<file path="src/rtl/fetch_stage.sv">
// Instruction-fetch stage: owns the fetch PC, issues in-order imem requests and buffers returned words.
// Optional FETCH_STATS_EN adds a saturating bubble_cnt output counting empty-head cycles.
module fetch_stage #(
  parameter logic [31:0] RESET_PC  = 32'h0000_0000,
  parameter int          BUF_DEPTH = 2
) (
  input  logic        clk,
  input  logic        reset,
  input  logic        stall_in,
  input  logic        redirect_valid,
  input  logic [31:0] redirect_pc,
  output logic        imem_req,
  output logic [31:0] imem_addr,
  input  logic        imem_ready,
  input  logic        imem_rvalid,
  input  logic [31:0] imem_rdata,
  output logic        instr_valid,
  output logic [31:0] pc_out,
  output logic [31:0] instr_out
`ifdef FETCH_STATS_EN
  ,
  output logic [31:0] bubble_cnt
`endif
);

  localparam int PW = $clog2(BUF_DEPTH);
  localparam int CW = PW + 1;
  localparam logic [CW:0] DEPTH_C = (CW + 1)'(BUF_DEPTH);

  logic [31:0]   fetch_pc;
  logic [CW-1:0] occupancy;
  logic [CW-1:0] outstanding;
  logic [CW-1:0] outstanding_nxt;
  logic [CW-1:0] drop_cnt;
  logic [PW-1:0] rd_ptr;
  logic [PW-1:0] wr_ptr;
  logic [PW-1:0] tag_rd;
  logic [PW-1:0] tag_wr;
  logic [31:0]   buf_pc    [BUF_DEPTH];
  logic [31:0]   buf_instr [BUF_DEPTH];
  logic [31:0]   tag_q     [BUF_DEPTH];

  logic accept;
  logic resp;
  logic resp_drop;
  logic resp_keep;
  logic push;
  logic pop;

  // Credits cover both buffered words and words still in flight, so the FIFO can never overflow.
  assign imem_req  = !reset && !redirect_valid &&
                     (({1'b0, occupancy} + {1'b0, outstanding}) < DEPTH_C);
  assign imem_addr = fetch_pc;

  assign accept    = imem_req && imem_ready;
  assign resp      = imem_rvalid && (outstanding != {CW{1'b0}});
  assign resp_drop = resp && (drop_cnt != {CW{1'b0}});
  assign resp_keep = resp && (drop_cnt == {CW{1'b0}});
  assign push      = resp_keep && !redirect_valid;
  assign pop       = instr_valid && !stall_in && !redirect_valid;

  assign outstanding_nxt = outstanding + CW'(accept) - CW'(resp);

  assign instr_valid = (occupancy != {CW{1'b0}});
  assign pc_out      = instr_valid ? buf_pc[rd_ptr]    : 32'h0000_0000;
  assign instr_out   = instr_valid ? buf_instr[rd_ptr] : 32'h0000_0000;

  // Control state: PC, credit counters, pointers; redirect flushes and converts in-flight work to drops.
  always_ff @(posedge clk) begin
    if (reset) begin
      fetch_pc    <= RESET_PC;
      occupancy   <= '0;
      outstanding <= '0;
      drop_cnt    <= '0;
      rd_ptr      <= '0;
      wr_ptr      <= '0;
      tag_rd      <= '0;
      tag_wr      <= '0;
    end else begin
      outstanding <= outstanding_nxt;
      if (redirect_valid) begin
        fetch_pc  <= redirect_pc;
        drop_cnt  <= outstanding_nxt;
        occupancy <= '0;
        rd_ptr    <= wr_ptr;
        tag_rd    <= tag_wr;
      end else begin
        if (accept) begin
          fetch_pc <= fetch_pc + 32'd4;
          tag_wr   <= tag_wr + PW'(1);
        end
        if (resp_drop) begin
          drop_cnt <= drop_cnt - CW'(1);
        end
        if (resp_keep) begin
          tag_rd <= tag_rd + PW'(1);
        end
        if (push) begin
          wr_ptr <= wr_ptr + PW'(1);
        end
        if (pop) begin
          rd_ptr <= rd_ptr + PW'(1);
        end
        occupancy <= occupancy + CW'(push) - CW'(pop);
      end
    end
  end

  // Storage for in-flight PC tags and buffered {pc, instr}; contents are qualified by the counters.
  always_ff @(posedge clk) begin
    if (!reset && accept) begin
      tag_q[tag_wr] <= fetch_pc;
    end
    if (!reset && push) begin
      buf_pc[wr_ptr]    <= tag_q[tag_rd];
      buf_instr[wr_ptr] <= imem_rdata;
    end
  end

`ifdef FETCH_STATS_EN
  // Saturating count of cycles with no instruction at the head.
  always_ff @(posedge clk) begin
    if (reset) begin
      bubble_cnt <= 32'h0000_0000;
    end else if (!instr_valid && (bubble_cnt != 32'hFFFF_FFFF)) begin
      bubble_cnt <= bubble_cnt + 32'd1;
    end
  end
`endif

endmodule

</file>
<file path="config.mk">
export PLATFORM = sky130hd
export DESIGN_NAME = fetch_stage
export DESIGN_NICKNAME = d
export VERILOG_FILES = /design/src/rtl/fetch_stage.sv
export SDC_FILE = /design/constraint.sdc
export NUM_CORES = 1
export LEC_CHECK = 0
export ABC_AREA = 1
export BUFFER_PORTS_ARGS = -buffer_cell sky130_fd_sc_hd__buf_2
export CORE_UTILIZATION = 50
export CTS_CLUSTER_SIZE = 14
export DETAILED_ROUTE_END_ITERATION = 10
export HOLD_SLACK_MARGIN = 0.02
export PLACE_DENSITY = 0.72
export SYNTH_ARGS = -nofsm -noshare
export SYNTH_HDL_FRONTEND = slang
export SYNTH_SLANG_ARGS = --single-unit
</file>
<file path="constraint.sdc">
create_clock -name clk -period 14.33 [get_ports clk]
set_input_delay 2.866 -clock clk [delete_from_list [all_inputs] [get_ports clk]]
set_output_delay 2.866 -clock clk [all_outputs]
set_load 0.02 [all_outputs]
</file>
# [Word-level counts from Yosys, hierarchy flattened]
# Memory sizes are Yosys's and may differ from the RTL's. A register that Yosys moved wholly into a read port is not among the register bits.
# Cells that the tools add are included.
[totals] ff_bits=42 rom_bits=0 word_cells=69 latch_bits=0 mem_bits_rw=192 memories=3 output_inout_bits=98 inputBits=70
[memory_table] memory="buf_instr" words=2 word_bits=32 rd=1 rd_clocked_by_memory_dff=1 wr=1 line_no="40" rtl="logic [31:0] buf_instr [BUF_DEPTH];"
[memory_table] memory="buf_pc" words=2 word_bits=32 rd=1 rd_clocked_by_memory_dff=1 wr=1 line_no="39" rtl="logic [31:0] buf_pc [BUF_DEPTH];"
[memory_table] memory="tag_q" words=2 word_bits=32 rd=1 rd_clocked_by_memory_dff=1 wr=1 line_no="41" rtl="logic [31:0] tag_q [BUF_DEPTH];"
[classes] n_reduce_logical=25 muxes=20 n_mul=0 eq_ne=0 n_addsub=11 shifts=0 order_cmp=1 bitwise=1 n_div=0
[op_table] op="$mux W32" count=4
[op_table] op="$add A32 B3 Y32 const B" count=1
[op_table] op="$mux W1" count=14
[op_table] op="$reduce_bool A2 Y1" count=7
[op_table] op="$logic_and A1 B1 Y1" count=11
[op_table] op="$add A1 B1 Y1 const B" count=4
[op_table] op="$add A2 B1 Y2" count=2
[op_table] op="$mux W2" count=2
[op_table] op="$reduce_and A2 Y1" count=2
[op_table] op="$sub A2 B1 Y2" count=2
[op_table] op="$add A2 B2 Y3" count=1
[op_table] op="$logic_not A1 Y1" count=3
[op_table] op="$lt A3 B2 Y1 const B" count=1
[op_table] op="$logic_not A2 Y1" count=1
[op_table] op="$reduce_or A2 Y1" count=1
[op_table] op="$sub A2 B1 Y2 const B" count=1
[op_table] op="$not A1 Y1" count=1

# [Depth between registers and ports, before layout]
[depth] depth_word=7 mapped_depth=13 depth_no_buf=13

# [Least setup slack after synthesis]
# Ideal clock, no wire load.
[synth_path] path_kind="input port to flip-flop" start="in redirect_valid" end="mem buf_instr[1][0], enable pin" setup_slack_ns=5.978 path_stages=4 t_arrival_ns=7.787 t_required_ns=13.765 setup_time_ns=0.565 n_path_buf=1 path_cell_list="buf_6 > nor3_1 > inv_1 > nor3_1"
[synth_between] elab_chain_cells=5
[synth_lines] item="start: declaration" line_no="10" rtl="input logic redirect_valid,"
[synth_lines] item="$logic_not A1 Y1" line_no="59" rtl="assign push = resp_keep && !redirect_valid;"
[synth_lines] item="$logic_and A1 B1 Y1" line_no="59"
[synth_lines] item="$logic_and A1 B1 Y1" line_no="114" rtl="if (!reset && push) begin"
[synth_lines] item="$mux W1" line_no="114"
[synth_lines] item="$mux W1 (implied by the code)" line_no="116" rtl="buf_instr[wr_ptr] <= imem_rdata;"
[synth_lines] item="end: declaration" line_no="40"
# No other way between the ends.

# [Worst setup path after layout]
[layout_path] start="in reset" end="out imem_req"
[layout_between] elab_chain_cells=3
[layout_lines] item="start: declaration" line_no="8" rtl="input logic reset,"
[layout_lines] item="$logic_not A1 Y1" line_no="51" rtl="assign imem_req = !reset && !redirect_valid &&"
[layout_lines] item="$logic_and A1 B1 Y1 (2 in a row)" line_no="51"
[layout_lines] item="end: declaration" line_no="12" rtl="output logic imem_req,"
# No other way between the ends.

==> results.md <==
Status:
- The run finished with clean final reports.

Pwr:
- Of the total power, the clock network draws 0.415.
- The internal portion of the total power is 1240 uW.
- The maximum vdd ir drop is 0.0886 mV.
- Of the total power, the share spent switching nets is 0.226.
- Of the total power, combinational logic draws 0.091.
- The power per unit of standard cell area is 136 nW/um^2.
- The sequential power share is 0.494.
- In this run the static leakage power is 0.00466 uW.
- The total power of the final layout is 1600 uW.
- The switching power is 362 uW.

Die:
- The effective utilization at floorplan is 0.518.
- The die width is 142 microns.
- The die is 142 microns tall.
- The die footprint is 20300 sq um.
- For this design the top-level I/O count stands at 168.
- The site row count is 50.
- The core footprint is 19000 sq um.

Global route:
- After global routing the overflow that remains totals 0.
- The number of global-route vias before repair is 6442.
- The number of antenna violations at the first check in global routing was 0.
- The maximum number of pins on one net before global-route repair is 67.
- Across every metal layer, demand over resource in global routing totals 0.208.
- The first global-routing pass estimated 32500 microns of wire.

Setup path:
- The worst register-to-register path begins at occupancy[0].
- Of all nets on the critical path, the largest fanout is 33.
- The worst setup path is of the input port to output port kind.
- The data arrival time of the critical path is 4070 ps.
- For the worst setup path, the data required time is 11460 ps.
- The category of the worst setup path launch point is an input port.
- In this run the worst setup path begins at reset.
- The type of destination of the critical path is an output port.
- Counting cells, the worst reg-to-reg path comes to 12.

Flow run:
- Across the run, the number of max-cap violations was 0.

Timing:
- The number of pins with negative max-slew slack in the final report is 0.
- Across the routed clock network, the largest skew measured is 11.6 ps.
- In the finished design, the share of the clock period the worst path needs comes to 0.484.
- Setup violations remaining at the end of the flow were counted as 0.
- The final setup TNS is 0 ps.
- The worst slew margin relative to its limit is 0.388.
- Setup repair after global routing left no endpoint under its margin.
- The number of failing hold endpoints at the final stage is 0.
- After layout, the minimum clock period comes to 6930 ps.
- The maximum clock rate is 144 MHz.
- For the pin with the worst max-slew slack, the measured transition is 918 ps.

Synthesis:
- After synthesis, the share of flip-flops with an asynchronous set or reset is 0.
- The leading register cell type out of synthesis is sky130_fd_sc_hd__edfxtp_1.
- The number of enable-type register cells in the synthesized netlist is 192.
- The average size of a mapped cell is 11.0 sq um.
- The biggest area contributor in the post-synthesis netlist is sky130_fd_sc_hd__edfxtp_1.
- The cell area that synthesis handed to floorplanning was 9850 sq um.
- Of the synthesized area, sequential elements account for 0.675.
- When the netlist entered floorplanning its net count stood at 972.
- Synthesis inferred 236 register bits.
- Sorting the synthesized cells by area gives the leading types as sky130_fd_sc_hd__edfxtp_1 (59%), sky130_fd_sc_hd__nand2_1 (10%), sky130_fd_sc_hd__dfxtp_1 (8.9%).
- In this run, distinct cell masters in the synthesized netlist total 37.
- The cell count after synthesis is 895.
- The most frequently used cell type in the post-synthesis netlist is sky130_fd_sc_hd__nand2_1.
- Of the post-synthesis cell area, the dominant cell type holds 0.585.
- The Yosys step of the flow raised 0 warnings.
- By count the netlist is led by sky130_fd_sc_hd__nand2_1 (268), sky130_fd_sc_hd__edfxtp_1 (192), sky130_fd_sc_hd__a21oi_1 (94).

Worst hold path:
- The startpoint of the tightest hold check path is rd_ptr.
- The min-delay analysis places its worst path in the category flip-flop to flip-flop.
- The hold path depth is 1.

Finish:
- From synthesis to final layout, the design area changed by 19.6%.
- Registers take 6650 sq um.
- The layout has 1576 filler cells.
- The fraction of final layout cells sized beyond drive strength 1 is 0.255.
- The multi-input combinational cells in the finished layout cover a total of 2840 sq um.
- The number of antenna diodes in the final layout is 0.
- The final net count is 1134.
- The fraction of the core area covered by cells at the end of the flow is 0.619.
- The count of cells in the finished layout, fillers not included, comes to 1335.
- The post-route cell area is 11800 sq um.

Place:
- Counting tap cells, the placed design contains a total of 1291 instances.
- The estimated wirelength of the detail-placed design is 13100 microns.
- Input and output buffers added on the ports amount to 167.
- The global placer's final weighted congestion is 0.887.
- The cell area after placement is 10900 sq um.

Clock network:
- The maximum root-to-sink buffer count is 3.
- The CTS tree is built.
- The number of post-CTS setup repair buffers is 0.
- The tree is rooted in a sky130_fd_sc_hd__clkbuf_16.
- Clock tree synthesis inserted a total of 24 buffers.
- The number of buffers inserted by hold repair at cts is 0.
- Clock-pin slew was measured on the worst setup and hold paths at 60 ps.
- Once the clock tree was built, the resizer swapped 0 gates to a different size.
- The clock latency on the worst-skew pair is 510 ps.
- CTS saw 236 sinks.
- In this run the number of H-tree levels came out at 1.

Routing:
- The initial DRC count is 509.
- The number of antenna-violating nets in the routed design is 0.
- The number of iterations in the first detailed-routing pass is 5.
- The final route contains 6909 vias.
- The number of remaining DRC errors is 0.
- In the final routed layout, each cell accounts on average for 15.8 microns.
- The ratio of routed vias to standard cells is 5.18.
- The final layout contains routed wiring with a total length of 21100 microns.
-- worst paths after layout --
check                                   end  slack [ps]
worst max-delay path               imem_req        7400
worst min-delay path              flip-flop         460
worst max register to register  drop_cnt[1]       11620
worst min register to register    flip-flop         460
-- cell families (layout without fill, tap and decap cells) --
| family | count (synthesis) | in the layout | synth area share |
|---|---|---|---|
| compound gates | 134 | 134 | 0.0713 |
| xor+xnor | 10 | 10 | 0.00889 |
| fa+ha+maj | 7 | 7 | 0.00965 |
| buf+inv | 95 | 275 | 0.0399 |
| flops | 236 | 236 | 0.675 |
| mux | 32 | 32 | 0.0366 |
| simple gates | 381 | 381 | 0.159 |
-- critical path: stages --
cell                      delay [ps]
sky130_fd_sc_hd__buf_2           550
sky130_fd_sc_hd__inv_2           250
sky130_fd_sc_hd__nand2_1         180
sky130_fd_sc_hd__nor3_1           50
sky130_fd_sc_hd__buf_2           150
-- per-stage QoR --
stage / hold slack [ps] / setup WS (ps)
floorplan: 427 / 5980
global placement: 444 / 7430
detailed placement: 445 / 7410
CTS: 461 / 7410
global route: 494 / 7300
finish: 462 / 7400
-- flip-flops by register name, indices dropped and copies added (netlist names), 2 cells and up, named ones only --
register,count
drop_cnt,2
occupancy,2
buf_pc,64
outstanding,2
tag_q,64
buf_instr,64
imem_addr,32
-- final cells by class --
type | instances | share of cell area
Sequential cell | 236 | 0.564
Clock inverter | 14 | 0.0169
Inverter | 56 | 0.0181
Clock buffer | 30 | 0.0564
Multi-Input combinational cell | 564 | 0.241
Tap cell | 260 | 0.0276
Timing Repair Buffer | 175 | 0.0760
-- power by group through the flow --
stage          logic [uW]  registers [uW]  clock network [uW]
6_report              146             793                 665
5_1_grt               164             795                 702
4_1_cts               148             793                 677
3_5_place_dp          147             807                   0
3_3_place_gp          144             806                   0
2_1_floorplan        94.3             808                   0
-- layer usage --
| metal | GRT usage | part of all wire | vias to the layer above |
|---|---|---|---|
| met1 | 0.278 | 0.43 | 3229 |
| met2 | 0.341 | 0.46 | 259 |
| met5 | 0 | 0 | - |
| met3 | 0.0340 | 0.077 | 42 |
| met4 | 0.0804 | 0.028 | 0 |
| li1 | - | - | 3379 |
-- placed cells by master, fill, tap and decap left out, types with 2 or more instances in the layout --
master | Yosys | final
sky130_fd_sc_hd__a211oi_1 | 3 | 3
sky130_fd_sc_hd__a21oi_1 | 94 | 94
sky130_fd_sc_hd__a31oi_1 | 5 | 5
sky130_fd_sc_hd__buf_2 | 9 | 167
sky130_fd_sc_hd__buf_4 | 0 | 8
sky130_fd_sc_hd__bufinv_16 | 0 | 5
sky130_fd_sc_hd__clkbuf_1 | 22 | 3
sky130_fd_sc_hd__clkbuf_16 | 0 | 25
sky130_fd_sc_hd__clkbuf_8 | 0 | 2
sky130_fd_sc_hd__clkinv_1 | 0 | 2
sky130_fd_sc_hd__clkinv_2 | 0 | 5
sky130_fd_sc_hd__dfxtp_1 | 44 | 43
sky130_fd_sc_hd__edfxtp_1 | 192 | 192
sky130_fd_sc_hd__ha_1 | 6 | 6
sky130_fd_sc_hd__inv_1 | 50 | 50
sky130_fd_sc_hd__inv_2 | 5 | 5
sky130_fd_sc_hd__mux2_1 | 2 | 2
sky130_fd_sc_hd__mux2_2 | 30 | 30
sky130_fd_sc_hd__nand2_1 | 268 | 268
sky130_fd_sc_hd__nand2_2 | 3 | 3
sky130_fd_sc_hd__nand3_1 | 21 | 21
sky130_fd_sc_hd__nand3_2 | 2 | 2
sky130_fd_sc_hd__nor2_1 | 67 | 63
sky130_fd_sc_hd__nor2_2 | 6 | 8
sky130_fd_sc_hd__nor2_4 | 3 | 5
sky130_fd_sc_hd__nor3_1 | 4 | 3
sky130_fd_sc_hd__nor3b_1 | 2 | 2
sky130_fd_sc_hd__o21ai_0 | 26 | 26
sky130_fd_sc_hd__o221ai_1 | 3 | 3
sky130_fd_sc_hd__xnor2_1 | 2 | 2
sky130_fd_sc_hd__xor2_1 | 8 | 8
Power figures use the tool's default switching activity.
